## config.mk

```make
export PLATFORM = sky130hd
export DESIGN_NAME = tmp_decim_flat
export DESIGN_NICKNAME = d
export VERILOG_FILES = /design/src/rtl/tmp_pkg.sv /design/src/rtl/tmp_decim_if.sv /design/src/rtl/tmp_ones_counter.sv /design/src/rtl/tmp_decim.sv /design/src/flat_wrapper.sv
export SDC_FILE = /design/constraint.sdc
export NUM_CORES = 1
export LEC_CHECK = 0
export CAP_MARGIN = 25
export CORE_MARGIN = 4
export CORE_UTILIZATION = 50
export CTS_CLUSTER_SIZE = 20
export DETAILED_ROUTE_END_ITERATION = 12
export PLACE_DENSITY = 0.71
export SYNTH_ARGS = -nofsm -noshare
export SYNTH_HDL_FRONTEND = slang
export SYNTH_SLANG_ARGS = --single-unit
```

## constraint.sdc

```tcl
create_clock -name clk -period 1.75 [get_ports clk]
set_input_delay 0.35 -clock clk [delete_from_list [all_inputs] [get_ports clk]]
set_output_delay 0.35 -clock clk [all_outputs]
set_load 0.005 [all_outputs]
```

## src/rtl/tmp_pkg.sv

```systemverilog
// Shared types and defaults for the temperature-sensor decimation path.
package tmp_pkg;

    typedef enum logic [1:0] {
        ST_IDLE,
        ST_SETTLE,
        ST_ACCUM
    } tmp_state_e;

    localparam int TMP_WINDOW_LOG2 = 8;
    localparam int TMP_SETTLE      = 4;

endpackage

```

## src/rtl/tmp_decim_if.sv

```systemverilog
// Result handshake between the decimator and the readout logic.
interface tmp_decim_if #(
    parameter int CODE_W = 9
);

    logic [CODE_W-1:0] code;
    logic              code_valid;
    logic              out_ready;

    modport master (
        output code,
        output code_valid,
        input  out_ready
    );

    modport slave (
        input  code,
        input  code_valid,
        output out_ready
    );

endinterface

```

## src/rtl/tmp_ones_counter.sv

```systemverilog
// Sample counter and ones accumulator for one decimation window.
module tmp_ones_counter
    import tmp_pkg::*;
#(
    parameter int WINDOW_LOG2 = TMP_WINDOW_LOG2,
    parameter int CODE_W      = WINDOW_LOG2 + 1
) (
    input  logic              clk,
    input  logic              reset,
    input  logic              clr,
    input  logic              stb,
    input  logic              bit_in,
    output logic              done,
    output logic [CODE_W-1:0] result
);

    logic [WINDOW_LOG2-1:0] sample_cnt;
    logic [CODE_W-1:0]      ones;
    logic                   last;

    assign last   = &sample_cnt;
    assign done   = stb && last;
    // Result includes the completing sample, which is never registered.
    assign result = ones + CODE_W'(bit_in);

    always_ff @(posedge clk or posedge reset) begin
        if (reset) begin
            sample_cnt <= '0;
            ones       <= '0;
        end else if (clr) begin
            sample_cnt <= '0;
            ones       <= '0;
        end else if (stb) begin
            if (last) begin
                sample_cnt <= '0;
                ones       <= '0;
            end else begin
                sample_cnt <= sample_cnt + 1'b1;
                ones       <= ones + CODE_W'(bit_in);
            end
        end
    end

endmodule

```

## src/rtl/tmp_decim.sv

```systemverilog
// Ones-count decimator: settle, accumulate windows, hold result for readout.
module tmp_decim
    import tmp_pkg::*;
#(
    parameter int WINDOW_LOG2 = TMP_WINDOW_LOG2,
    parameter int SETTLE      = TMP_SETTLE,
    parameter int CODE_W      = WINDOW_LOG2 + 1
) (
    input  logic        clk,
    input  logic        reset,
    input  logic        en,
    input  logic        sample_stb,
    input  logic        cmp_bit,
    tmp_decim_if.master rsp,
    output logic        busy,
    output logic        overrun
);

    localparam logic [3:0] SETTLE_LAST = 4'(SETTLE - 1);

    tmp_state_e        state;
    logic [3:0]        settle_cnt;
    logic              cnt_clr;
    logic              acc_stb;
    logic              done;
    logic [CODE_W-1:0] result;

    // Counters only run while accumulating with enable still high.
    assign cnt_clr = (state != ST_ACCUM) || !en;
    assign acc_stb = sample_stb && !cnt_clr;

    tmp_ones_counter #(
        .WINDOW_LOG2 (WINDOW_LOG2),
        .CODE_W      (CODE_W)
    ) u_cnt (
        .clk    (clk),
        .reset  (reset),
        .clr    (cnt_clr),
        .stb    (acc_stb),
        .bit_in (cmp_bit),
        .done   (done),
        .result (result)
    );

    always_ff @(posedge clk or posedge reset) begin
        if (reset) begin
            state          <= ST_IDLE;
            settle_cnt     <= '0;
            busy           <= 1'b0;
            overrun        <= 1'b0;
            rsp.code       <= '0;
            rsp.code_valid <= 1'b0;
        end else begin
            unique case (state)
                ST_IDLE: begin
                    if (en) begin
                        settle_cnt <= '0;
                        overrun    <= 1'b0;
                        busy       <= 1'b1;
                        state      <= (SETTLE == 0) ? ST_ACCUM
                                                    : ST_SETTLE;
                    end
                end
                ST_SETTLE: begin
                    if (!en) begin
                        state <= ST_IDLE;
                        busy  <= 1'b0;
                    end else if (sample_stb) begin
                        if (settle_cnt == SETTLE_LAST) begin
                            settle_cnt <= '0;
                            state      <= ST_ACCUM;
                        end else begin
                            settle_cnt <= settle_cnt + 1'b1;
                        end
                    end
                end
                ST_ACCUM: begin
                    if (!en) begin
                        state <= ST_IDLE;
                        busy  <= 1'b0;
                    end
                end
                default: begin
                    state <= ST_IDLE;
                    busy  <= 1'b0;
                end
            endcase

            // A consumed slot may be refilled in the same cycle.
            if (done) begin
                if (!rsp.code_valid || rsp.out_ready) begin
                    rsp.code       <= result;
                    rsp.code_valid <= 1'b1;
                end else begin
                    overrun <= 1'b1;
                end
            end else if (rsp.code_valid && rsp.out_ready) begin
                rsp.code_valid <= 1'b0;
            end
        end
    end

endmodule

```

## src/flat_wrapper.sv

```systemverilog
// flat-port wrapper written by rule: the top's interface ports become plain ports
module tmp_decim_flat import tmp_pkg::*;
#(
    parameter int WINDOW_LOG2 = TMP_WINDOW_LOG2,
    parameter int SETTLE      = TMP_SETTLE,
    parameter int CODE_W      = WINDOW_LOG2 + 1
)
  (clk, reset, en, sample_stb, cmp_bit, busy, overrun, rsp_code, rsp_code_valid, rsp_out_ready);
  tmp_decim_if #(.CODE_W(CODE_W)) rsp_i ();
  input  logic clk;
  input  logic reset;
  input  logic en;
  input  logic sample_stb;
  input  logic cmp_bit;
  output logic busy;
  output logic overrun;
  output wire logic [$bits(rsp_i.code)-1:0] rsp_code;
  output wire logic [$bits(rsp_i.code_valid)-1:0] rsp_code_valid;
  input wire logic [$bits(rsp_i.out_ready)-1:0] rsp_out_ready;
  assign rsp_code = rsp_i.code;
  assign rsp_code_valid = rsp_i.code_valid;
  assign rsp_i.out_ready = rsp_out_ready;
  tmp_decim #(.WINDOW_LOG2(WINDOW_LOG2), .SETTLE(SETTLE), .CODE_W(CODE_W)) u_core (.clk(clk), .reset(reset), .en(en), .sample_stb(sample_stb), .cmp_bit(cmp_bit), .rsp(rsp_i), .busy(busy), .overrun(overrun));
endmodule
```

### Word-level counts from Yosys, hierarchy flattened

Cells that the tools add are included.

| cells by class | value |
|---|---|
| muxes and demuxes | 27 |
| $add $sub $neg | 3 |
| eq/ne operators | 12 |
| reductions and logical operators | 19 |

Operator list:

| cell | count |
|---|---|
| two-way mux 9 bit | 3 |
| two-way mux 8 bit | 3 |
| two-way mux 4 bit | 4 |
| != test 2 bit (second input constant) | 7 |
| two-way mux 2 bit | 5 |
| adder 9 x 1 -> 9 bit | 1 |
| two-way mux 1 bit | 9 |
| adder 8 x 1 -> 8 bit (second input constant) | 1 |
| case mux 4 bit (2 select lines) | 1 |
| AND reduction 4 bit | 2 |
| AND reduction 8 bit | 1 |
| case mux 2 bit (3 select lines) | 1 |
| AND reduction 2 bit | 3 |
| nonzero test 2 bit | 3 |
| adder 4 x 1 -> 4 bit (second input constant) | 1 |
| == test 4 x 2 -> 1 bit (second input constant) | 1 |
| logical AND 1 bit | 3 |
| logical NOT 1 bit | 3 |
| != test 3 x 2 -> 1 bit (second input constant) | 1 |
| != test 3 bit (second input constant) | 1 |
| == test 2 x 1 -> 1 bit (second input constant) | 1 |
| == test 2 bit (second input constant) | 1 |
| logical NOT 2 bit | 1 |
| logical OR 1 bit | 2 |
| 2 further kinds | 2 |

| storage, ports and cells | value |
|---|---|
| bits of input ports | 6 |
| register bits | 35 |
| logic and storage cells | 69 |
| output and inout bits | 12 |

### Logic depth before layout (Yosys ltp)

Gate-level depths: netlist (run 1).

| logic depth | value |
|---|---|
| depth in word-level cells | 7 |
| gate-level depth with buffers | 8 |
| mapped depth without buffers | 6 |

### Hierarchy

Synthesis (run 1) repeated with hierarchy kept, for this count alone.

| second synthesis, totals | value |
|---|---|
| cell total of the unflattened synthesis | 167 |
| area total of the unflattened synthesis | 1818.0 um^2 |

By module, submodules not included:

| module | seq. area each (um^2) | cells an instance | times used | area each (um^2) |
|---|---|---|---|---|
| tmp_ones_counter | 425.4 | 87 | 1 | 922.1 |
| tmp_decim | 450.4 | 80 | 1 | 895.9 |

### Worst setup path after synthesis (run 1)

OpenSTA, ideal clock, no wires.

| timing path | value |
|---|---|
| path type | flip-flop to flip-flop |
| from | reg u_core.state[0] |
| to | reg u_core.rsp.code[0] |
| arrival time | 1.696 ns |
| buffers on the path | 0 |
| period minus slack after synthesis | 1.821 ns |
| required time | 1.625 ns |
| stages on the path, launching flop included | 6 |
| library setup time | 0.125 ns |
| path slack | -0.071 ns |
| cell sequence | dfrtp_1 inv_1 ha_1 nand4_1 nor4b_4 mux2_2 |

| between the ends | value |
|---|---|
| word-level cells in the longest chain between the ends | 6 |

RTL lines:

| what | line | source |
|---|---|---|
| start, declared | tmp_decim.sv:21 | `tmp_state_e state;` |
| start signal, assigned | tmp_decim.sv:60 | `state <= (SETTLE == 0) ? ST_ACCUM` |
| != test 2 bit | tmp_decim.sv:29 | `assign cnt_clr = (state != ST_ACCUM) \|\| !en;` |
| logical OR 1 bit | tmp_decim.sv:29 |  |
| logical NOT 1 bit | tmp_decim.sv:30 | `assign acc_stb = sample_stb && !cnt_clr;` |
| logical AND 1 bit | tmp_decim.sv:30 |  |
| logical AND 1 bit | tmp_ones_counter.sv:22 | `assign done = stb && last;` |
| AND reduction 2 bit (no line) | n/a |  |
| end signal, assigned | tmp_decim.sv:92 | `rsp.code <= result;` |
| end, declared | tmp_decim_if.sv:11 | `output code,` |

Every way passes these cells.
A chain may end at the register's enable or synchronous reset.

### Worst setup path in the final report (run 1)

| timing path | value |
|---|---|
| from | reg u_core.state[0] |
| to | reg u_core.rsp.code[1] |

Same word-level chain as after synthesis.

==> out/results.md, run 1 <==
Floorplan
- die height: 68.1 um
- top-level port count: 18
- die footprint: 4640 sq um
- core box area: 3420 sq um
- starting utilization of the core area: 52.9%
- Placement Rows: 21
- die span in x: 68.1 um

Setup path
- worst setup path startpoint: u_core.state[0]
- element type at the critical path end: register
- endpoint arrival time on the critical path: 1.92 ns
- critical path type: reg2reg
- RR Startpoint: u_core.state[0]
- endpoint of the most critical setup path: u_core.rsp.code[1]
- CP Cell Sequence: inv_2 > ha_4 > nand4_1 > nor4b_4 > buf_12 > mux2_2
- maximum fanout count along the critical path: 9
- worst-case reg-to-reg path depth: 6
- endpoint of the worst register-to-register path: u_core.rsp.code[1]
- Slowest-stage cell, CP: sky130_fd_sc_hd__dfrtp_1
- highest cell delay on the worst timing path: 0.40 ns
- count of cell instances traversed by the critical path: 6
- FF-to-FF setup slack: 0.05 ns
- Largest delay share family, worst path: simple AND/OR/NAND/NOR gates
- required time of the critical path: 1.97 ns
- startpoint class of the critical path: register
- count of buffering cells on the critical path with inverters included: 2

Outcome
- status: finished, final reports clean

Power
- sw frac: 29.8%
- combinational share of power: 20.4%
- total power divided by cell area: 746 nW/um^2
- NetSw: 495 uW
- LEAKAGE: 1.03 nW
- proportion of power drawn by the clock network: 26.0%
- largest vdd supply drop: 0.709 mV
- Cell Int Power: 1.16 mW
- sequential share of power: 53.5%

Detailed routing
- aggregate routed wire length: 3.73 mm
- post-detailed-route count of antenna-violating nets: 0
- via count: 1415
- DRC violations left: 0
- per-cell via count in the routed design: 5.68
- number of DRC violations after detailed-routing iteration 0: 58
- router iterations before antenna repair: 4
- average detailed-routed wire length per instance: 15.0 um

STA
- skew final: 0.0152 ns
- highest achievable clock rate: 588 MHz
- slew margin rel.: 63.9%
- minimum clock period after layout: 1.70 ns
- unrepaired setup endpoints after global routing: yes
- Hold Fails Final Rpt: 0
- final hold slack: 0.391 ns
- number of pins exceeding their max-slew limit in the final report: 0
- final worst-path cycle share: 97.2%
- final setup fails: 0
- Worst-Margin Slew: 0.540 ns

Yosys
- count of cell types in the netlist: 35
- synthesized-area fraction occupied by ao, oa, aoi and oai cells: 15.0%
- share of synthesized cell area in and, or, nand and nor gates: 15.5%
- sequential fraction of the synthesis area: 48.5%
- multiplexer share of the synthesized area: 7.41%
- Mapped Area: 1810 sq um
- flip-flop and latch count after synthesis: 35
- Post-Synthesis Cells: 167
- average footprint of a synthesized cell: 10.8 sq um
- number of warnings printed during yosys synthesis: 0
- synthesized-area fraction occupied by xor and xnor cells: 4.85%
- post-synthesis adder-cell area fraction: 5.54%
- combinational family with the most area after synthesis: simple AND/OR/NAND/NOR gates
- nets in the synthesized netlist: 181

Final layout
- number of diodes: 0
- post-layout net count: 216
- number of non-filler instances in the completed layout: 249
- commonest non-fill, non-tap cells in the layout: sky130_fd_sc_hd__dfrtp_1, sky130_fd_sc_hd__clkdlybuf4s50_1, sky130_fd_sc_hd__nand2_1, sky130_fd_sc_hd__buf_4
- most common library cell in the layout ignoring fill and taps: sky130_fd_sc_hd__dfrtp_1
- layout cells sized above 1: 22.7%
- synthesis-to-layout area growth: 23.1%
- final std cell area, no fill: 2220 sq um
- Filler Cells Inserted: 279

GRT
- global router's overall resource usage: 18.9%
- wire length of the first global-routing pass: 6.49 mm
- largest net degree at the start of global routing: 36
- via count of the first global-routing pass: 1419
- GR Overflow Total: 0
- number of antenna violations at the first check in global routing: 0

CTS
- number of buffers created by CTS: 5
- clock latency at the later pin of the worst-skew pair: 0.34 ns
- H-tree depth reported by CTS: 2
- clock tree sinks: 35
- clock root buffer master: sky130_fd_sc_hd__clkbuf_4
- TritonCTS clock tree: yes
- clock tree buffer depth: 2
- clock-pin slew of the registers on the worst-case setup and hold paths: 0.11 ns

Flow run
- max cap viols: 0

Placed design
- estimated wirelength of the detail-placed design: 2.69 mm
- # placed instances: 240
- number of buffers added on ports: 17
- Post-Place Cell Area: 2140 sq um
- final weighted congestion in routability-driven placement: 0.755

Min path
- HP Class: in2async

-- worst min path at each step --
stage | slack (ns) | endpoint | from
floorplan | 0.47 | u_core.u_cnt.ones[8] | u_core.u_cnt.ones[8]
global placement | 0.47 | u_core.overrun | u_core.overrun
detailed placement | 0.48 | u_core.overrun | u_core.overrun
CTS | 0.40 | u_core.u_cnt.sample_cnt[2] | reset
global route | 0.42 | u_core.u_cnt.sample_cnt[5] | reset
finish | 0.39 | u_core.u_cnt.sample_cnt[1] | reset
-- final cells by class --
type	count	area [sq um]	share of cell area, %
multi-input cells	120	905	40.7
flip-flops and latches	35	876	39.4
repair buffers	33	307	13.8
well taps	46	57.6	2.59
clock buffers	6	41.3	1.86
inverters	7	26.3	1.18
clock inverters	2	12.5	0.562
-- through the flow --
stage                     util, %  total power [mW]  setup TNS, ns  setup WS (ns)
final                        65.1              1.66              0         0.0496
after detailed placement     62.7              1.24          -4.98         -0.375
after floorplan                 -              1.12         -0.362        -0.0402
after CTS                    64.2              1.68              0        0.00358
after global routing         65.1              1.76        -0.0322        -0.0120
after global placement       62.7              1.22          -4.11         -0.358
-- logic make-up (layout without fill, tap and decap cells) --
logic type | Yosys count | count (layout)
AOI/OAI and AO/OA | 41 | 41
xor gates and xnor gates | 10 | 10
adders and majority gates | 8 | 8
buffers and inverters | 12 | 48
DFF | 35 | 35
muxes | 12 | 12
and+or+nand+nor | 49 | 49
-- cell usage after synthesis (all sizes together) --
library cell | n | area share [%]
a211o | 1 | 0.48
a21o | 1 | 0.42
a21oi | 10 | 2.8
a22o | 7 | 3.4
a31oi | 7 | 2.4
a41oi | 2 | 0.97
and3 | 5 | 1.7
and4 | 1 | 0.55
buf | 3 | 1.3
clkbuf | 2 | 0.42
dfrtp | 35 | 48
ha | 8 | 5.5
inv | 7 | 1.5
mux2 | 11 | 6.9
mux2i | 1 | 0.55
nand2 | 14 | 2.9
nand2b | 5 | 1.7
nand3 | 10 | 2.8
nand4 | 4 | 1.7
nand4bb | 1 | 0.62
nor2 | 5 | 1.0
nor4b | 1 | 1.3
o2111ai | 1 | 0.48
o21ai | 7 | 1.9
o21ba | 1 | 0.55
o21bai | 1 | 0.42
o22ai | 2 | 0.69
o2bb2ai | 1 | 0.48
or2 | 2 | 0.69
or3 | 1 | 0.42
xnor2 | 4 | 1.9
xor2 | 6 | 2.9
-- repair_timing --
item	CTS	global route
endpoints found under the hold margin	0	0
hold buffers	0	0
setup buffers	0	1
cloned	0	0
endpoints found under the setup margin	2	8
resized for setup	0	5
pin swaps	1	0
-- worst min-delay path, delay by kind of cell --
| family | cells | cell delay (ns) |
|---|---|---|
| buf+inv | 3 | 0.83 |
-- power by group through the flow --
stage	Sequential [mW]	Combinational, mW	Clock [mW]
after detailed placement	0.903	0.337	0
after CTS	0.888	0.340	0.448
final	0.889	0.339	0.432
after global placement	0.900	0.319	0
after global routing	0.895	0.387	0.480
after floorplan	0.901	0.217	0
-- state kept, by name, summed over array words and instances (netlist names) --
name / cells
u_core.overrun: 1
u_core.settle_cnt: 4
u_core.rsp.code: 9
u_core.state: 2
u_core.u_cnt.sample_cnt: 8
u_core.busy: 1
u_core.rsp.code_valid: 1
u_core.u_cnt.ones: 9
-- layer usage --
| layer | vias up | part of all wire (%) | track usage [%] |
|---|---|---|---|
| met5 | - | 0 | 0 |
| met2 | 32 | 50 | 32.0 |
| li1 | 681 | - | - |
| met1 | 697 | 44 | 23.1 |
| met3 | 5 | 4.5 | 4.27 |
| met4 | 0 | 1.6 | 7.44 |
No activity file was read; power rests on OpenSTA's default activity.
==> run 2: changes to the inputs <==
==> constraint.sdc (replaced) <==
create_clock -name clk -period 1.75 [get_ports clk]
set_input_delay 0.4375 -clock clk [delete_from_list [all_inputs] [get_ports clk]]
set_output_delay 0.4375 -clock clk [all_outputs]
set_load 0.005 [all_outputs]
==> run 2 against run 1 <==
Against the previous run:
- sequential cell count is the same
- largest cell class unchanged
- largest power group unchanged
- fmax is 0.93% lower
- critical path type unchanged
- via count down 1.1%
- cell area grew 1.7%
- clock skew shrank 0.0028 ns
- non-clock buffer count down 1
- total power increased by 10%
- die area is the same
- sequential share of layout area decreased by 0.65 points
==> out/results.md, run 2 (synthesized netlist as in run 1, its figures left out) <==
Outcome
- status: finished, final reports clean

STA
- final worst-path cycle share: 98.1%
- skew final: 0.0124 ns
- minimum clock period after layout: 1.72 ns
- Hold Fails Final Rpt: 0
- unrepaired setup endpoints after global routing: yes
- number of pins exceeding their max-slew limit in the final report: 0
- slack of the critical path: 0.0336 ns
- highest achievable clock rate: 583 MHz
- slew margin rel.: 62.6%
- final hold slack: 0.435 ns
- Worst-Margin Slew: 0.559 ns
- final setup fails: 0

Detailed routing
- Met1 Wirelength: 1.68 mm
- number of DRC violations after detailed-routing iteration 0: 98
- post-detailed-route count of antenna-violating nets: 0
- per-cell via count in the routed design: 5.65
- router iterations before antenna repair: 4
- via count: 1400
- met3 wirelength from detailed routing: 136 um
- uppermost layer routed: met4
- Detail Route met2 WL: 1.93 mm
- average detailed-routed wire length per instance: 15.3 um
- DRC violations left: 0
- aggregate routed wire length: 3.79 mm

Final layout
- commonest non-fill, non-tap cells in the layout: sky130_fd_sc_hd__dfrtp_1, sky130_fd_sc_hd__clkdlybuf4s50_1, sky130_fd_sc_hd__nand2_1, sky130_fd_sc_hd__buf_4, sky130_fd_sc_hd__mux2_2
- most common library cell in the layout ignoring fill and taps: sky130_fd_sc_hd__dfrtp_1
- Filler Cells Inserted: 287
- number of diodes: 0
- area taken by multi-input logic gates: 906 sq um
- post-layout net count: 215
- number of non-filler instances in the completed layout: 248
- Final Util: 66.2%
- synthesis-to-layout area growth: 25.2%
- FF+latch area: 876 sq um
- registers with the most flip-flops: u_core.rsp.code (9), u_core.u_cnt.ones (9), u_core.u_cnt.sample_cnt (8)
- layout cells sized above 1: 23.8%

Floorplan
- die span in x: 68.1 um
- top-level port count: 18
- Placement Rows: 21
- core box area: 3420 sq um
- die footprint: 4640 sq um
- die height: 68.1 um
- starting utilization of the core area: 52.9%

Placed design
- estimated wirelength of the detail-placed design: 2.71 mm
- # placed instances: 240
- Post-Place Setup Slack: -0.476 ns
- final weighted congestion in routability-driven placement: 0.770
- number of buffers added on ports: 17

Power
- LEAKAGE: 1.04 nW
- largest vdd supply drop: 0.712 mV
- total power divided by cell area: 808 nW/um^2
- Tot Pwr: 1.83 mW

GRT
- number of antenna violations at the first check in global routing: 0
- largest net degree at the start of global routing: 36
- global router's overall resource usage: 20.2%
- via count of the first global-routing pass: 1451
- GR Overflow Total: 0
- wire length of the first global-routing pass: 6.77 mm

Setup path
- endpoint of the worst register-to-register path: u_core.rsp.code[7]
- maximum fanout count along the critical path: 9
- element type at the critical path end: register
- endpoint arrival time on the critical path: 1.95 ns
- FF-to-FF setup slack: 0.03 ns
- worst-case reg-to-reg path depth: 6
- required time of the critical path: 1.98 ns
- critical path type: reg2reg
- worst setup path startpoint: u_core.state[0]
- RR Startpoint: u_core.state[0]
- startpoint class of the critical path: register
- endpoint of the most critical setup path: u_core.rsp.code[7]

CTS
- Hold Buf Count CTS: 0
- H-tree depth reported by CTS: 2
- clock tree buffer depth: 2
- clock root buffer master: sky130_fd_sc_hd__clkbuf_4
- post-CTS setup buffer count: 0
- clock-pin slew of the registers on the worst-case setup and hold paths: 0.11 ns
- TritonCTS clock tree: yes
- clock tree sinks: 35
- clock latency at the later pin of the worst-skew pair: 0.34 ns
- number of buffers created by CTS: 5

Flow run
- max cap viols: 0

Min path
- HP Class: in2async

## run 2: power by group
part	switching, mW	internal [mW]	leakage (nW)	total, mW
registers	0.0346	0.851	0.484	0.886
logic	0.178	0.161	0.510	0.339
clock network	0.266	0.338	0.0482	0.603
## run 2: how the worst min path moves through the flow
stage / slack (ns) / start / to / cells after the start
finish: 0.43 / reset / u_core.u_cnt.sample_cnt[5] / 3
global placement: 0.47 / u_core.overrun / u_core.overrun / 2
floorplan: 0.47 / u_core.u_cnt.ones[8] / u_core.u_cnt.ones[8] / 1
global route: 0.45 / reset / u_core.u_cnt.sample_cnt[5] / 3
detailed placement: 0.48 / u_core.overrun / u_core.overrun / 2
CTS: 0.43 / reset / u_core.u_cnt.sample_cnt[5] / 3
## run 2: layout make-up
class                           count  share of cell area [%]
Inverter                            7                    1.16
Clock buffer                        6                    2.27
Sequential cell                    35                    38.7
Tap cell                           46                    2.54
Multi-Input combinational cell    120                    40.0
Timing Repair Buffer               32                    13.7
Clock inverter                      2                    1.55
## run 2: metrics by stage
step	instance area, sq um	setup TNS, ns
floorplan	1820	-0.362
global placement	2150	-6.31
detailed placement	2150	-7.38
CTS	2260	0
global route	2260	-0.211
finish	2260	0
## run 2: critical path, stage by stage, from the launching register on
cell                      delay (ns)
sky130_fd_sc_hd__dfrtp_1        0.40
sky130_fd_sc_hd__inv_2          0.09
sky130_fd_sc_hd__ha_4           0.13
sky130_fd_sc_hd__nand4_1        0.15
sky130_fd_sc_hd__nor4b_4        0.32
sky130_fd_sc_hd__buf_12         0.18
sky130_fd_sc_hd__mux2_2         0.34
## run 2: repair_timing
action,in CTS,in global routing
setup endpoints to repair,9,12
pin swaps,1,0
gates resized for setup,5,2
## run 2: per-layer routing
metal  GRT usage [%]  up-vias
met1            24.6      687
met2            33.2       29
li1                -      680
met3            6.73        4
met4            7.44        0
met5               0        -
==> run 3: changes to the inputs <==
Settings changed: RECOVER_POWER set to 50.
==> run 3 against run 2 <==
Against the previous run:
- cell area fell by 0.66%
- clock skew barely moved
- non-clock buffer count did not move
- largest cell class unchanged
==> out/results.md, run 3 (synthesized netlist as in run 1, its figures left out) <==
Outcome
- status: finished, final reports clean

Power
- Tot Pwr: 1.82 mW
- total power divided by cell area: 811 nW/um^2
- largest vdd supply drop: 0.712 mV
- LEAKAGE: 1.04 nW

Setup path
- required time of the critical path: 1.98 ns
- endpoint arrival time on the critical path: 1.95 ns
- maximum fanout count along the critical path: 9
- critical path type: reg2reg
- RR Startpoint: u_core.state[0]
- worst-case reg-to-reg path depth: 6
- highest cell delay on the worst timing path: 0.40 ns
- Slowest-stage cell, CP: sky130_fd_sc_hd__dfrtp_1
- startpoint class of the critical path: register
- endpoint of the worst register-to-register path: u_core.rsp.code[7]
- element type at the critical path end: register
- CP Cell Sequence: inv_2 > ha_4 > nand4_1 > nor4b_4 > buf_12 > mux2_2
- FF-to-FF setup slack: 0.03 ns

GRT
- largest net degree at the start of global routing: 36
- wire length of the first global-routing pass: 6.77 mm
- via count of the first global-routing pass: 1451
- GR Overflow Total: 0
- global router's overall resource usage: 20.2%
- number of antenna violations at the first check in global routing: 0

Final layout
- Filler Cells Inserted: 289
- post-layout net count: 215
- synthesis-to-layout area growth: 24.4%
- number of diodes: 0
- registers with the most flip-flops: u_core.rsp.code (9), u_core.u_cnt.ones (9), u_core.u_cnt.sample_cnt (8)
- most common library cell in the layout ignoring fill and taps: sky130_fd_sc_hd__dfrtp_1
- layout cells sized above 1: 23.8%
- commonest non-fill, non-tap cells in the layout: sky130_fd_sc_hd__dfrtp_1, sky130_fd_sc_hd__clkdlybuf4s50_1, sky130_fd_sc_hd__nand2_1, sky130_fd_sc_hd__buf_4, sky130_fd_sc_hd__mux2_2
- final std cell area, no fill: 2250 sq um

CTS
- number of buffers created by CTS: 5
- clock-pin slew of the registers on the worst-case setup and hold paths: 0.10 ns
- clock tree sinks: 35
- TritonCTS clock tree: yes
- H-tree depth reported by CTS: 2
- clock latency at the later pin of the worst-skew pair: 0.34 ns
- post-CTS setup buffer count: 0
- clock tree buffer depth: 2
- clock root buffer master: sky130_fd_sc_hd__clkbuf_4

Detailed routing
- average detailed-routed wire length per instance: 15.2 um
- router iterations before antenna repair: 4
- number of DRC violations after detailed-routing iteration 0: 90
- via count: 1407
- aggregate routed wire length: 3.77 mm
- DRC violations left: 0
- post-detailed-route count of antenna-violating nets: 0
- per-cell via count in the routed design: 5.67

Floorplan
- starting utilization of the core area: 52.9%
- core box area: 3420 sq um
- die footprint: 4640 sq um
- die span in x: 68.1 um
- Placement Rows: 21
- die height: 68.1 um
- top-level port count: 18

STA
- Worst-Margin Slew: 0.859 ns
- skew final: 0.0125 ns
- unrepaired setup endpoints after global routing: yes
- final setup fails: 0
- slew margin rel.: 42.7%
- highest achievable clock rate: 582 MHz
- number of pins exceeding their max-slew limit in the final report: 0
- final worst-path cycle share: 98.1%
- Hold Fails Final Rpt: 0
- minimum clock period after layout: 1.72 ns

Placed design
- Post-Place Cell Area: 2150 sq um
- number of buffers added on ports: 17
- estimated wirelength of the detail-placed design: 2.71 mm
- final weighted congestion in routability-driven placement: 0.770

Min path
- HP Class: reg2reg
- worst hold path stage count: 2
- critical hold path startpoint: u_core.overrun
- Worst Hold End: u_core.overrun

Flow run
- max cap viols: 0

## run 3: timing repair
| item | CTS | global route |
|---|---|---|
| hold buffers | 0 | 0 |
| endpoints found under the setup margin | 9 | 12 |
| pin swaps | 1 | 0 |
| hold endpoints to repair | 0 | 0 |
| gates resized for setup | 5 | 2 |
## run 3: through the flow
step	setup slack, ns	hold WS, ns	setup TNS, ns	utilization [%]	std cells
2_1_floorplan	-0.0402	0.470	-0.362	-	167
3_3_place_gp	-0.446	0.469	-6.31	63.0	240
3_5_place_dp	-0.476	0.485	-7.38	63.0	240
4_1_cts	0.0151	0.430	0	66.0	248
5_1_grt	-0.0347	0.531	-0.211	65.8	248
6_report	0.0324	0.501	0	65.8	248
## run 3: cell type report
class	count	area, sq um	share of cell area [%]
Timing Repair Buffer	32	295	13.1
Multi-Input combinational cell	120	906	40.3
Tap cell	46	57.6	2.56
Clock buffer	6	51.3	2.28
Clock inverter	2	35.0	1.56
Sequential cell	35	876	39.0
Inverter	7	26.3	1.17
## run 3: how the worst max path moves through the flow
stage,endpoint,startpoint,cells past startpoint
global placement,u_core.rsp.code[6],cmp_bit,7
floorplan,u_core.rsp.code[0],u_core.state[0],5
finish,u_core.rsp.code[7],u_core.state[0],6
CTS,u_core.rsp.code[1],u_core.state[0],6
global route,u_core.rsp.code[1],u_core.state[0],6
detailed placement,u_core.rsp.code[6],cmp_bit,7
## run 3: worst max-delay path: cells and delay by family (launching register included)
family | cells | cell delay [ns]
AND/OR/NAND/NOR | 2 | 0.47
flip-flops | 1 | 0.40
multiplexers | 1 | 0.34
adder cells (fa/ha/maj) | 1 | 0.13
buffers and inverters | 2 | 0.27
## run 3: report_power, final
part           internal, mW  switching (mW)  total, mW
clock network         0.338           0.267      0.604
logic                 0.157           0.177      0.333
registers             0.851          0.0345      0.886
total                  1.35           0.478       1.82
## run 3: routing by layer
layer / wire length, um / global-route usage, % / vias to the layer above
li1: - / - / 680
met1: 1650 / 24.6 / 695
met2: 1940 / 33.2 / 28
met3: 143 / 6.73 / 4
met4: 40 / 7.44 / 0
met5: 0 / 0 / -
